$ cat config.mk
export PLATFORM = sky130hd
export DESIGN_NAME = pipe_result_collector_flat
export DESIGN_NICKNAME = d
export VERILOG_FILES = /design/src/rtl/pipe_result_collector_if.sv /design/src/rtl/pipe_result_collector.sv /design/src/flat_wrapper.sv
export SDC_FILE = /design/constraint.sdc
export NUM_CORES = 1
export LEC_CHECK = 0
export ABC_AREA = 1
export BUFFER_PORTS_ARGS = -buffer_cell sky130_fd_sc_hd__buf_4
export CAP_MARGIN = 30
export CORE_MARGIN = 2
export CORE_UTILIZATION = 59
export CTS_CLUSTER_DIAMETER = 150
export DETAILED_ROUTE_END_ITERATION = 10
export PLACE_DENSITY_LB_ADDON = 0.08
export SKIP_LAST_GASP = 1
export SLEW_MARGIN = 10
export SYNTH_ARGS = -nofsm -noshare
export SYNTH_HDL_FRONTEND = slang
export SYNTH_SLANG_ARGS = --single-unit
$ cat constraint.sdc
create_clock -name clk -period 2.3 [get_ports clk]
set_input_delay 0.46 -clock clk [delete_from_list [all_inputs] [get_ports clk]]
set_output_delay 0.46 -clock clk [all_outputs]
set_load 0.01 [all_outputs]
$ cat src/rtl/pipe_result_collector_if.sv
// Drain-side valid/ready stream of the result collector.
interface pipe_result_collector_if #(parameter int N = 10);
  logic         out_valid;
  logic [N-1:0] out_data;
  logic         out_ready;

  modport master (output out_valid, output out_data, input out_ready);
  modport slave  (input out_valid, input out_data, output out_ready);
endinterface

$ cat src/rtl/pipe_result_collector.sv
// Captures genuine results of the 3-stage F pipeline via a valid shift register and buffers them in a FIFO.
// Optional running sum of pushed results: define PIPE_COLLECT_SUM_EN.
module pipe_result_collector #(
  parameter int N     = 10,
  parameter int LAT   = 3,
  parameter int DEPTH = 8
) (
  input  logic                       clk,
  input  logic                       rst,
  input  logic                       op_valid,
  input  logic [N-1:0]               f_in,
  pipe_result_collector_if.master    drain,
  output logic [$clog2(DEPTH):0]     count,
  output logic                       full,
  output logic                       empty,
  output logic                       overflow,
  input  logic                       clr_ovf
`ifdef PIPE_COLLECT_SUM_EN
  ,
  output logic [N+7:0]               sum_out
`endif
);
  localparam int PW = $clog2(DEPTH);
  localparam int CW = PW + 1;

  logic [LAT-1:0] vsh;
  logic [PW-1:0]  wr_ptr, rd_ptr;
  logic [N-1:0]   mem [DEPTH];
  logic           push, pop, wr, drop;

  assign empty           = (count == '0);
  assign full            = (count == CW'(DEPTH));
  assign drain.out_valid = ~empty;
  assign drain.out_data  = mem[rd_ptr];

  // A full FIFO still accepts a push when the head leaves on the same edge.
  assign push = vsh[LAT-1];
  assign pop  = drain.out_valid & drain.out_ready;
  assign wr   = push & (~full | pop);
  assign drop = push & full & ~pop;

  always_ff @(posedge clk) begin
    if (rst) begin
      vsh      <= '0;
      wr_ptr   <= '0;
      rd_ptr   <= '0;
      count    <= '0;
      overflow <= 1'b0;
    end else begin
      vsh[0] <= op_valid;
      for (int i = 1; i < LAT; i++) vsh[i] <= vsh[i-1];
      if (wr)  wr_ptr <= wr_ptr + PW'(1);
      if (pop) rd_ptr <= rd_ptr + PW'(1);
      count <= count + CW'(wr) - CW'(pop);
      if (drop)         overflow <= 1'b1;
      else if (clr_ovf) overflow <= 1'b0;
    end
  end

  always_ff @(posedge clk) begin
    if (wr) mem[wr_ptr] <= f_in;
  end

`ifdef PIPE_COLLECT_SUM_EN
  always_ff @(posedge clk) begin
    if (rst)     sum_out <= '0;
    else if (wr) sum_out <= sum_out + (N+8)'(f_in);
  end
`endif
endmodule

$ cat src/flat_wrapper.sv
// flat-port wrapper written by rule: the top's interface ports become plain ports
module pipe_result_collector_flat 
#(
  parameter int N     = 10,
  parameter int LAT   = 3,
  parameter int DEPTH = 8
)
  (clk, rst, op_valid, f_in, count, full, empty, overflow, clr_ovf, drain_out_valid, drain_out_data, drain_out_ready);
  pipe_result_collector_if #(.N(N)) drain_i ();
  input  logic clk;
  input  logic rst;
  input  logic op_valid;
  input  logic [N-1:0] f_in;
  output logic [$clog2(DEPTH):0] count;
  output logic full;
  output logic empty;
  output logic overflow;
  input  logic clr_ovf;
  output wire logic [$bits(drain_i.out_valid)-1:0] drain_out_valid;
  output wire logic [$bits(drain_i.out_data)-1:0] drain_out_data;
  input wire logic [$bits(drain_i.out_ready)-1:0] drain_out_ready;
  assign drain_out_valid = drain_i.out_valid;
  assign drain_out_data = drain_i.out_data;
  assign drain_i.out_ready = drain_out_ready;
  pipe_result_collector #(.N(N), .LAT(LAT), .DEPTH(DEPTH)) u_core (.clk(clk), .rst(rst), .op_valid(op_valid), .f_in(f_in), .drain(drain_i), .count(count), .full(full), .empty(empty), .overflow(overflow), .clr_ovf(clr_ovf));
endmodule
Word-level counts from Yosys, hierarchy flattened
Memory sizes are Yosys's and may differ from the RTL's. A register that Yosys moved wholly into a read port is not among the register bits.
Index checks and enable logic that the tools add are counted.
{"block": "totals", "ramBits": 80, "mem_count": 1, "reg_bits": 14, "latch_bits": 0, "word_cells": 27, "romBits": 0}
{"memory": "u_core.mem", "words": 8, "width": 10, "read_ports": 1, "rd_clocked_by_memory_dff": 1, "wr": 1, "line": "pipe_result_collector.sv:28", "text": "logic [N-1:0] mem [DEPTH];"}
{"block": "op_classes", "addsub": 4, "magnitude_cmp": 0, "muxes": 6, "bitwise_logic": 8, "n_reduce_logical": 2, "div": 0, "n_shift": 0, "n_eq_ne": 1, "multipliers": 0}
{"cell": "adder 3 x 1 -> 3 bit, second input constant", "count": 2}
{"cell": "two-way mux 3 bit", "count": 2}
{"cell": "adder 4 x 1 -> 4 bit", "count": 1}
{"cell": "bitwise AND 1 bit", "count": 4}
{"cell": "equality test 4 bit, second input constant", "count": 1}
{"cell": "logical NOT 4 bit", "count": 1}
{"cell": "two-way mux 1 bit", "count": 4}
{"cell": "subtractor 4 x 1 -> 4 bit", "count": 1}
{"cell": "NOT 1 bit", "count": 3}
{"cell": "nonzero test 2 bit", "count": 1}
{"cell": "OR 1 bit", "count": 1}

Longest topological paths before layout
Gate-level depths: netlist of run 1.
{"block": "depth", "depth_word": 7, "mapped_depth": 13, "depth_no_buf": 13}

Worst setup path before layout of run 1
Ideal clock, no wire load.
{"block": "synth_timing", "path_type": "flip-flop to flip-flop", "start": "reg u_core.count[2]", "end": "reg u_core.count[2]", "period_less_slack_ns": 2.051, "path_slack_ns": 0.249, "t_arrival_ns": 1.925, "t_required_ns": 2.174, "stages_incl_launch_ff": 13, "setup_ns": 0.126, "path_buffers": 0, "cell_sequence": "dfxtp_1 -> inv_1 -> ha_1 -> nand2_2 -> nand2_4 -> inv_1 -> ha_1 -> inv_1 -> ha_1 -> inv_1 -> fa_1 -> xor2_1 -> nor2_1"}
{"block": "synth_via", "elab_chain_len": 7, "elab_cells_between_ends": 9}
{"item": "start: declaration", "line": "pipe_result_collector.sv:13", "text": "output logic [$clog2(DEPTH):0] count,"}
{"item": "start signal: assignment", "line": "pipe_result_collector.sv:54", "text": "count <= count + CW'(wr) - CW'(pop);"}
{"item": "logical NOT 4 bit *", "line": "pipe_result_collector.sv:31", "text": "assign empty = (count == '0);"}
{"item": "NOT 1 bit *", "line": "pipe_result_collector.sv:33", "text": "assign drain.out_valid = ~empty;"}
{"item": "net drain_out_valid", "line": "flat_wrapper.sv:19", "text": "output wire logic [$bits(drain_i.out_valid)-1:0] drain_out_valid;"}
{"item": "bitwise AND 1 bit *", "line": "pipe_result_collector.sv:38", "text": "assign pop = drain.out_valid & drain.out_ready;"}
{"item": "OR 1 bit", "line": "pipe_result_collector.sv:39", "text": "assign wr = push & (~full | pop);"}
{"item": "bitwise AND 1 bit", "line": "pipe_result_collector.sv:39"}
{"item": "adder 4 x 1 -> 4 bit", "line": "pipe_result_collector.sv:54"}
{"item": "subtractor 4 x 1 -> 4 bit *", "line": "pipe_result_collector.sv:54"}
The timed path passes the listed nets; every way through them passes the cells marked *.
A chain may end at the register's enable or synchronous reset.

==> flow_metrics.env, run 1 <==
export IMPL_fin_tns_setup_ns=0
export IMPL_grt_pass1_wl_mm=11.8
export IMPL_met1_usage=0.300
export IMPL_path_buf_inv=3
export IMPL_drive_above_1_share=0.168
export IMPL_port_buffer_count=32
export IMPL_drc=2
export IMPL_fp_dieW_um=85.9
export IMPL_max_cap_viol_count=0
export IMPL_grt_use_met3=0.0356
export IMPL_drt_iter0_drc=250
export IMPL_diodes=0
export IMPL_area_growth_pct=14.5
export IMPL_routed_via_density=5.30
export IMPL_num_vias=2527
export IMPL_drt_pass1_iter_count=7
export IMPL_max_freq_ghz=0.454
export IMPL_groute_usage_overall=0.219
export IMPL_leakagePower_nw=1.73
export IMPL_synthTopCellsByCount="nor2_1, edfxtp_1, o21ai_0"
export IMPL_cts_reportedPaths_clkPinSlew_ns=0.08
export IMPL_nNetsFinal=419
export IMPL_slew_violations=0
export IMPL_final_hold_viol_count=0
export IMPL_ys_flop_type="edfxtp_1"
export IMPL_ff_latch_area_um2=2740
export IMPL_cp_arrival_ns=1.74
export IMPL_end_kind="output pin"
export IMPL_p_per_area_nw_per_um2=993
export IMPL_grt_overflow_total=0
export IMPL_fin_crit_sh=0.957
export IMPL_grt_pass1_vias=2382
export IMPL_skew_ns=0.00574
export IMPL_synth_most_common_cell="nor2_1"
export IMPL_synth_edf_count=80
export IMPL_cts_sinks=97
export IMPL_detail_route_antenna_nets=0
export IMPL_postSynth_asyncResetShare=0
export IMPL_multiInputGateArea_um2=1060
export IMPL_syn_area_um2=3950
export IMPL_critPathRequiredTime_ns=1.84
export IMPL_cts_tree="done"
export IMPL_die_area_um2=7370
export IMPL_ir_worst_vdd_v=0.000861
export IMPL_core_area_um2=6420
export IMPL_worstPathCellList="inv_2 > buf_4 > nor2_1 > o21ai_0 > nand2_1 > nand2_1 > buf_4"
export IMPL_syn_inst=352
export IMPL_yosysWarnings=0
export IMPL_io_pins=33
export IMPL_htreeDepth=3
export IMPL_die_h_um=85.9
export IMPL_synth_cell_type_count=25
export IMPL_cpLargestDelayFamily="buffers and inverters"
export IMPL_worst_slew_pin_slew_ns=0.370
export IMPL_cts_hold_buf=0
export IMPL_grt_antenna_before_repair=0
export IMPL_fill_cells=466
export IMPL_cts_setup_buffers=0
export IMPL_start_util=0.615
export IMPL_rows=29
export IMPL_hp_class="in2reg"
export IMPL_synth_area_leaders="edfxtp_1, dfxtp_1, nor2_1, o21ai_0, nand2_1"
export IMPL_slowest_stage="dfxtp_1"
export IMPL_drt_total_wl_mm=7.45
export IMPL_path_max_fanout=24
export IMPL_grt_max_degree=41
export IMPL_period_needed_ns=2.20
export IMPL_met2_usage=0.348
export IMPL_max_stage_delay_ns=0.34
export IMPL_ys_seq_area_frac=0.694
export IMPL_cts_inserted_buffers=9
export IMPL_yosys_area_top_type_share=0.608
export IMPL_ys_ff_latch=97
export IMPL_crit_type="reg2out"
export IMPL_detailedPlacementHpwl_mm=4.70
export IMPL_finalWeightedCongestion=0.759
export IMPL_wire_per_inst_um=15.6
export IMPL_syn_nets=376
export IMPL_yosys_area_top_type="edfxtp_1"
export IMPL_whs_ns=0.315
export IMPL_start_kind="register"
export IMPL_top_usage_layer="met2"
export IMPL_rsz0062_at_grt="yes"
export IMPL_insertion_delay_ns=0.35
export IMPL_violations="DRC"
export IMPL_clockRootBuffer="clkbuf_8"
export IMPL_status="finished with violations"
export IMPL_maxSlewHeadroom=0.752
export IMPL_clk_path_buf_depth=2
export IMPL_r2r_setup_slack_ns=0.23
export IMPL_avgSynthCellArea_um2=11.2
export IMPL_setup_viol=0
layout make-up:
class | instances | area share
Inverter | 23 | 0.0191
Sequential cell | 97 | 0.606
Tap cell | 77 | 0.0213
Multi-Input combinational cell | 218 | 0.234
Clock inverter | 4 | 0.00968
Timing Repair Buffer | 46 | 0.0780
Clock buffer | 12 | 0.0321
cell families after synthesis:
| logic type | synth area share |
|---|---|
| and+or+nand+nor | 0.140 |
| DFF | 0.694 |
| AOI/OAI and AO/OA | 0.0934 |
| buffers and inverters | 0.0383 |
| adders and majority gates | 0.0304 |
| xor gates and xnor gates | 0.00443 |
metrics by stage:
| step | cells | area [um2] | utilization | power (mW) | setup WS [ns] |
|---|---|---|---|---|---|
| floorplan | 352 | 3950 | - | 2.96 | 0.249 |
| global placement | 461 | 4330 | 0.674 | 3.45 | 0.286 |
| detailed placement | 461 | 4330 | 0.674 | 3.48 | 0.230 |
| CTS | 477 | 4520 | 0.703 | 4.51 | 0.0870 |
| global route | 477 | 4530 | 0.705 | 4.76 | -0.000984 |
| finish | 477 | 4530 | 0.705 | 4.49 | 0.0979 |
flip-flops by register name, summed over array words and instances, names as in the netlist, named ones only:
register,flops
u_core.rd_ptr,3
u_core.overflow,1
u_core.vsh,3
u_core.wr_ptr,3
u_core.count,4
u_core.mem,80
path summary, 6_finish.rpt:
check | end | depth (start not counted) | startpoint
setup / recovery | drain_out_data[4] | 7 | register
hold / removal | u_core.vsh[0]$_SDFF_PP0_ | 3 | op_valid
setup reg to reg | u_core.count[2]$_SDFF_PP0_ | 12 | u_core.count[2]$_SDFF_PP0_
hold reg to reg | u_core.vsh[2]$_SDFF_PP0_ | 2 | u_core.vsh[1]$_SDFF_PP0_
layer usage:
metal  vias up  share of wire
li1       1277              -
met1      1172           0.45
met2        69           0.49
met3         9          0.042
met4         0          0.019
met5         -              0
tightest hold or removal path, stage by stage:
cell and delay [ns]:
buf_4 0.07, inv_1 0.03, nor2_1 0.07
placed cells by master, fill, tap and decap left out, types with 2 or more instances in the layout:
cell and instances:
nor2_1 82, edfxtp_1 80, o21ai_0 50, nand2_1 44
buf_4 44, inv_1 21, dfxtp_1 17, o21ai_1 12
clkbuf_8 10, a21oi_1 8, ha_1 8, nand3_1 3
nand2_2 2, nand2_4 2, clkinv_1 2, xor2_1 2
clkinv_2 2, clkbuf_1 2, buf_6 2
power breakdown:
group          internal, mW  switching (mW)
Sequential             1.97          0.0589
Clock                 0.526           0.525
Combinational         0.579           0.838
Total                  3.07            1.42
timing repair:
item,CTS,global route
gates resized for setup,0,2
endpoints found under the hold margin,0,0
endpoints found under the setup margin,0,2
Power figures use the tool's default switching activity.
==> run 2: changes to the inputs <==
--- a/config.mk
+++ b/config.mk
@@ -9,7 +9,7 @@
 export BUFFER_PORTS_ARGS = -buffer_cell sky130_fd_sc_hd__buf_4
 export CAP_MARGIN = 30
 export CORE_MARGIN = 2
-export CORE_UTILIZATION = 59
+export CORE_UTILIZATION = 63
 export CTS_CLUSTER_DIAMETER = 150
 export DETAILED_ROUTE_END_ITERATION = 10
 export PLACE_DENSITY_LB_ADDON = 0.08
==> constraint.sdc (replaced) <==
create_clock -name clk -period 2.6 [get_ports clk]
set_input_delay 0.52 -clock clk [delete_from_list [all_inputs] [get_ports clk]]
set_output_delay 0.52 -clock clk [all_outputs]
set_load 0.01 [all_outputs]
==> flow_metrics.env, run 2 (synthesized netlist as in run 1, its figures left out) <==
export IMPL_cts_reportedPaths_clkPinSlew_ns=0.09
export IMPL_p_clk_frac=0.219
export IMPL_finalWeightedCongestion=0.740
export IMPL_setup_viol=0
export IMPL_post_place_cells=459
export IMPL_crit_type="reg2out"
export IMPL_drive_above_1_share=0.175
export IMPL_comb_power_share=0.316
export IMPL_seq_power_share=0.465
export IMPL_worst_slew_pin_slew_ns=0.620
export IMPL_cts_inserted_buffers=9
export IMPL_clockRootBuffer="clkbuf_8"
export IMPL_largest_reg_flops=80
export IMPL_fin_crit_sh=0.891
export IMPL_nNetsFinal=419
export IMPL_p_per_area_nw_per_um2=855
export IMPL_top_regs="u_core.mem (80), u_core.count (4)"
export IMPL_grt_max_degree=41
export IMPL_status="complete, no violations"
export IMPL_switching_share=0.331
export IMPL_fp_dieW_um=83.2
export IMPL_fin_cells=475
export IMPL_fin_area_um2=4500
export IMPL_start_kind="register"
export IMPL_skew_ns=0.00982
export IMPL_slew_violations=0
export IMPL_rows=28
export IMPL_num_vias=2572
export IMPL_detail_route_antenna_nets=0
export IMPL_cts_sinks=97
export IMPL_layout_common_cells="nor2_1, edfxtp_1, o21ai_0, buf_4, nand2_1"
export IMPL_core_area_um2=5990
export IMPL_cts_setup_buffers=0
export IMPL_htreeDepth=3
export IMPL_cts_tree="done"
export IMPL_cp_arrival_ns=1.80
export IMPL_top_register="u_core.mem"
export IMPL_insertion_delay_ns=0.35
export IMPL_final_common_cell="nor2_1"
export IMPL_power_switching_mw=1.27
export IMPL_clk_path_buf_depth=2
export IMPL_ir_worst_vdd_v=0.000623
export IMPL_drt_iter0_drc=268
export IMPL_leakagePower_nw=1.71
export IMPL_r2r_setup_slack_ns=0.55
export IMPL_period_needed_ns=2.32
export IMPL_hp_class="in2reg"
export IMPL_path_max_fanout=40
export IMPL_post_cts_resized=0
export IMPL_power_mw=3.85
export IMPL_fin_tns_setup_ns=0
export IMPL_die_h_um=83.2
export IMPL_end_kind="output pin"
export IMPL_final_hold_viol_count=0
export IMPL_start_util=0.660
export IMPL_diodes=0
export IMPL_routed_via_density=5.41
export IMPL_grt_pass1_wl_mm=12.4
export IMPL_io_pins=33
export IMPL_grt_antenna_before_repair=0
export IMPL_groute_usage_overall=0.234
export IMPL_die_area_um2=6920
export IMPL_cts_hold_buf=0
export IMPL_rsz0062_at_grt="no"
export IMPL_max_freq_ghz=0.432
export IMPL_p_int_mw=2.57
export IMPL_detailedPlacementHpwl_mm=4.62
export IMPL_drt_total_wl_mm=7.38
export IMPL_critPathRequiredTime_ns=2.08
export IMPL_max_cap_viol_count=0
export IMPL_maxSlewHeadroom=0.586
export IMPL_drt_pass1_iter_count=4
export IMPL_placed_area_um2=4330
export IMPL_port_buffer_count=32
export IMPL_grt_overflow_total=0
export IMPL_drc=0
export IMPL_area_growth_pct=13.8
export IMPL_wire_per_inst_um=15.5
export IMPL_grt_pass1_vias=2516
-- run 2: changes by cell type in the layout (fill, tap and decap cells not counted), sizes merged --
cell	previous run	this run
clkbuf	12	9
bufinv	1	0
clkinvlp	0	2
clkinv	4	6
-- run 2: layer usage --
metal	wire, um	vias to the layer above	share of wire	global-route usage
li1	-	1282	-	-
met1	3090	1179	0.42	0.316
met2	3660	103	0.50	0.360
met3	578	8	0.078	0.0527
met4	59	0	0.0080	0.118
met5	0	-	0	0
-- run 2: worst paths after layout --
path                         startpoint                         end  cells after the start
max                            register           drain_out_data[6]                      6
min                            op_valid    u_core.vsh[0]$_SDFF_PP0_                      3
max reg2reg  u_core.count[1]$_SDFF_PP0_  u_core.count[2]$_SDFF_PP0_                     11
min reg2reg    u_core.vsh[0]$_SDFF_PP0_    u_core.vsh[1]$_SDFF_PP0_                      2
-- run 2: cell type report --
| class | instances | area, um2 |
|---|---|---|
| Fill cell | 393 | 1490 |
| Inverter | 23 | 86.3 |
| Timing Repair Buffer | 46 | 345 |
| Tap cell | 75 | 93.8 |
| Clock buffer | 9 | 124 |
| Clock inverter | 7 | 47.5 |
| Multi-Input combinational cell | 218 | 1060 |
| Sequential cell | 97 | 2740 |
-- run 2: power by group through the flow --
stage,Combinational [mW],Clock (mW),Sequential [mW]
floorplan,0.787,0,1.83
global route,1.39,0.924,1.80
CTS,1.23,0.860,1.79
global placement,1.20,0,1.82
detailed placement,1.22,0,1.83
finish,1.22,0.841,1.79
-- run 2: per-stage QoR --
step	hold slack (ns)	worst slack, ns	utilization
after floorplan	0.388	0.549	-
after global placement	0.396	0.596	0.722
after detailed placement	0.404	0.565	0.722
after CTS	0.351	0.259	0.751
after global routing	0.375	0.0517	0.751
final	0.363	0.283	0.751
-- run 2: critical path, stage by stage (launching register included) --
cell and delay, ns:
dfxtp_1 0.34, inv_2 0.46, o21ai_0 0.23, o21ai_1 0.12, nand2_1 0.06, nand2_1 0.09
buf_4 0.12
==> run 3: changes to the inputs <==
--- a/config.mk
+++ b/config.mk
@@ -5,14 +5,15 @@
 export SDC_FILE = /design/constraint.sdc
 export NUM_CORES = 1
 export LEC_CHECK = 0
-export ABC_AREA = 1
 export BUFFER_PORTS_ARGS = -buffer_cell sky130_fd_sc_hd__buf_4
 export CAP_MARGIN = 30
+export CORE_ASPECT_RATIO = 1.2
 export CORE_MARGIN = 2
 export CORE_UTILIZATION = 63
 export CTS_CLUSTER_DIAMETER = 150
 export DETAILED_ROUTE_END_ITERATION = 10
 export PLACE_DENSITY_LB_ADDON = 0.08
+export REMOVE_ABC_BUFFERS = 1
 export SKIP_LAST_GASP = 1
 export SLEW_MARGIN = 10
 export SYNTH_ARGS = -nofsm -noshare
==> flow_metrics.env, run 3 <==
export IMPL_cts_tree="done"
export IMPL_grt_overflow_total=0
export IMPL_ir_worst_vdd_v=0.000576
export IMPL_finalWeightedCongestion=0.879
export IMPL_slowest_stage="mux4_1"
export IMPL_yosys_area_top_type_share=0.603
export IMPL_hp_class="in2reg"
export IMPL_grt_max_degree=21
export IMPL_avgSynthCellArea_um2=18.2
export IMPL_detail_route_antenna_nets=0
export IMPL_path_max_fanout=20
export IMPL_fin_tns_setup_ns=0
export IMPL_leakagePower_nw=1.61
export IMPL_fin_ws_ns=0.0660
export IMPL_final_hold_viol_count=0
export IMPL_start_kind="register"
export IMPL_rows=31
export IMPL_die_area_um2=6980
export IMPL_grt_pass1_vias=2079
export IMPL_cts_reportedPaths_clkPinSlew_ns=0.09
export IMPL_drt_iter0_drc=191
export IMPL_clk_path_buf_depth=2
export IMPL_cpLargestDelayFamily="multiplexers"
export IMPL_top_regs="u_core.mem (80), u_core.count (4)"
export IMPL_p_per_area_nw_per_um2=773
export IMPL_die_h_um=91.1
export IMPL_syn_inst=219
export IMPL_syn_area_um2=3990
export IMPL_path_buf_inv=2
export IMPL_max_stage_delay_ns=0.61
export IMPL_end_kind="output pin"
export IMPL_diodes=0
export IMPL_place_ws_ns=0.176
export IMPL_fp_dieW_um=76.6
export IMPL_ys_flop_type="edfxtp_1"
export IMPL_worstPathCellList="buf_6 > mux4_1 > mux2_2 > buf_4"
export IMPL_critPathRequiredTime_ns=2.08
export IMPL_cts_hold_buf=0
export IMPL_nNetsFinal=289
export IMPL_yosys_area_top_type="edfxtp_1"
export IMPL_htreeDepth=3
export IMPL_synth_most_common_cell="edfxtp_1"
export IMPL_status="complete, no violations"
export IMPL_worst_slew_pin_slew_ns=0.628
export IMPL_grt_pass1_wl_mm=11.1
export IMPL_drt_pass1_iter_count=4
export IMPL_power_mw=3.54
export IMPL_max_cap_viol_count=0
export IMPL_num_vias=2088
export IMPL_detailedPlacementHpwl_mm=4.54
export IMPL_synth_cell_type_count=38
export IMPL_crit_type="reg2out"
export IMPL_drt_total_wl_mm=7.07
export IMPL_cp_arrival_ns=2.01
export IMPL_postSynth_asyncResetShare=0
export IMPL_cts_sinks=97
export IMPL_area_growth_pct=15.0
export IMPL_skew_ns=0.0125
export IMPL_port_buffer_count=32
export IMPL_largest_reg_flops=80
export IMPL_synth_edf_count=80
export IMPL_synth_area_leaders="edfxtp_1, mux4_1, dfxtp_1, mux2_2, ha_1"
export IMPL_rsz0062_at_grt="no"
export IMPL_groute_usage_overall=0.219
export IMPL_ys_ff_latch=97
export IMPL_grt_antenna_before_repair=0
export IMPL_ys_seq_area_frac=0.688
export IMPL_wire_per_inst_um=20.1
export IMPL_fin_crit_sh=0.975
export IMPL_slew_violations=0
export IMPL_drc=0
export IMPL_drive_above_1_share=0.281
export IMPL_maxSlewHeadroom=0.581
export IMPL_setup_viol=0
export IMPL_io_pins=33
export IMPL_layout_common_cells="edfxtp_1, buf_4, mux4_1, dfxtp_1, inv_1"
export IMPL_top_register="u_core.mem"
export IMPL_yosysWarnings=0
export IMPL_final_common_cell="edfxtp_1"
export IMPL_start_util=0.654
export IMPL_clockRootBuffer="clkbuf_8"
export IMPL_synthTopCellsByCount="edfxtp_1, mux4_1, dfxtp_1"
export IMPL_routed_via_density=5.93
export IMPL_core_area_um2=6090
export IMPL_insertion_delay_ns=0.37
export IMPL_max_freq_ghz=0.395
export IMPL_period_needed_ns=2.53
export IMPL_cts_inserted_buffers=9
## run 3: kinds of logic after synthesis
kind of cell	count (synthesis)	share of synthesized area
and+or+nand+nor	39	0.0578
adders and majority gates	9	0.0301
DFF	97	0.688
xor gates and xnor gates	1	0.00220
buffers and inverters	24	0.0267
AOI/OAI and AO/OA	19	0.0349
muxes	30	0.160
## run 3: per-stage QoR
step	hold WS, ns	instance area (um2)	cells	utilization
final	0.366	4580	352	0.752
after CTS	0.361	4570	351	0.750
after global placement	0.430	4360	333	0.715
after detailed placement	0.433	4370	335	0.718
after floorplan	0.414	3930	209	-
after global routing	0.376	4580	352	0.752
## run 3: worst reg2reg max path, cell delays in order, from the launching register on
cell	delay, ns
dfxtp_1	0.33
inv_1	0.10
ha_1	0.14
or3b_1	0.36
buf_4	0.18
o21ai_2	0.28
inv_1	0.09
ha_1	0.22
inv_1	0.07
fa_1	0.40
nor2_1	0.15
## run 3: area by class of cell
class                   instances  area, um2
repair buffers                 45        342
clock inverters                 7       70.1
fillers                       366       1510
well taps                      82        103
clock buffers                   9        124
multi-input cells              98       1150
flip-flops and latches         97       2740
inverters                      14       52.6
## run 3: repair_timing
item	in CTS	in global routing
hold endpoints to repair	0	0
gates resized for setup	1	1
cloned	0	0
buffers inserted	0	0
endpoints found under the setup margin	4	2
## run 3: path summary, 6_finish.rpt
kind	cells after the start	slack (ns)	from	end
max reg2reg	10	0.21	u_core.count[2]$_SDFF_PP0_	u_core.count[1]$_SDFF_PP0_
min reg2reg	1	0.46	u_core.vsh[0]$_SDFF_PP0_	u_core.vsh[1]$_SDFF_PP0_
min	2	0.37	op_valid	u_core.vsh[0]$_SDFF_PP0_
max	4	0.07	register	drain_out_data[7]
## run 3: report_power, final
| group | switching, mW | leakage [nW] | internal (mW) | total [mW] |
|---|---|---|---|---|
| clock network | 0.506 | 0.101 | 0.444 | 0.951 |
| registers | 0.0795 | 0.859 | 1.73 | 1.81 |
| logic | 0.366 | 0.646 | 0.412 | 0.778 |
| total | 0.952 | 1.61 | 2.59 | 3.54 |
## run 3: layer usage
metal	routed length, um	track usage	up-vias
li1	-	-	973
met1	2990	0.269	1041
met2	3700	0.385	59
met3	250	0.0417	15
met4	131	0.0864	0
met5	0	0	-
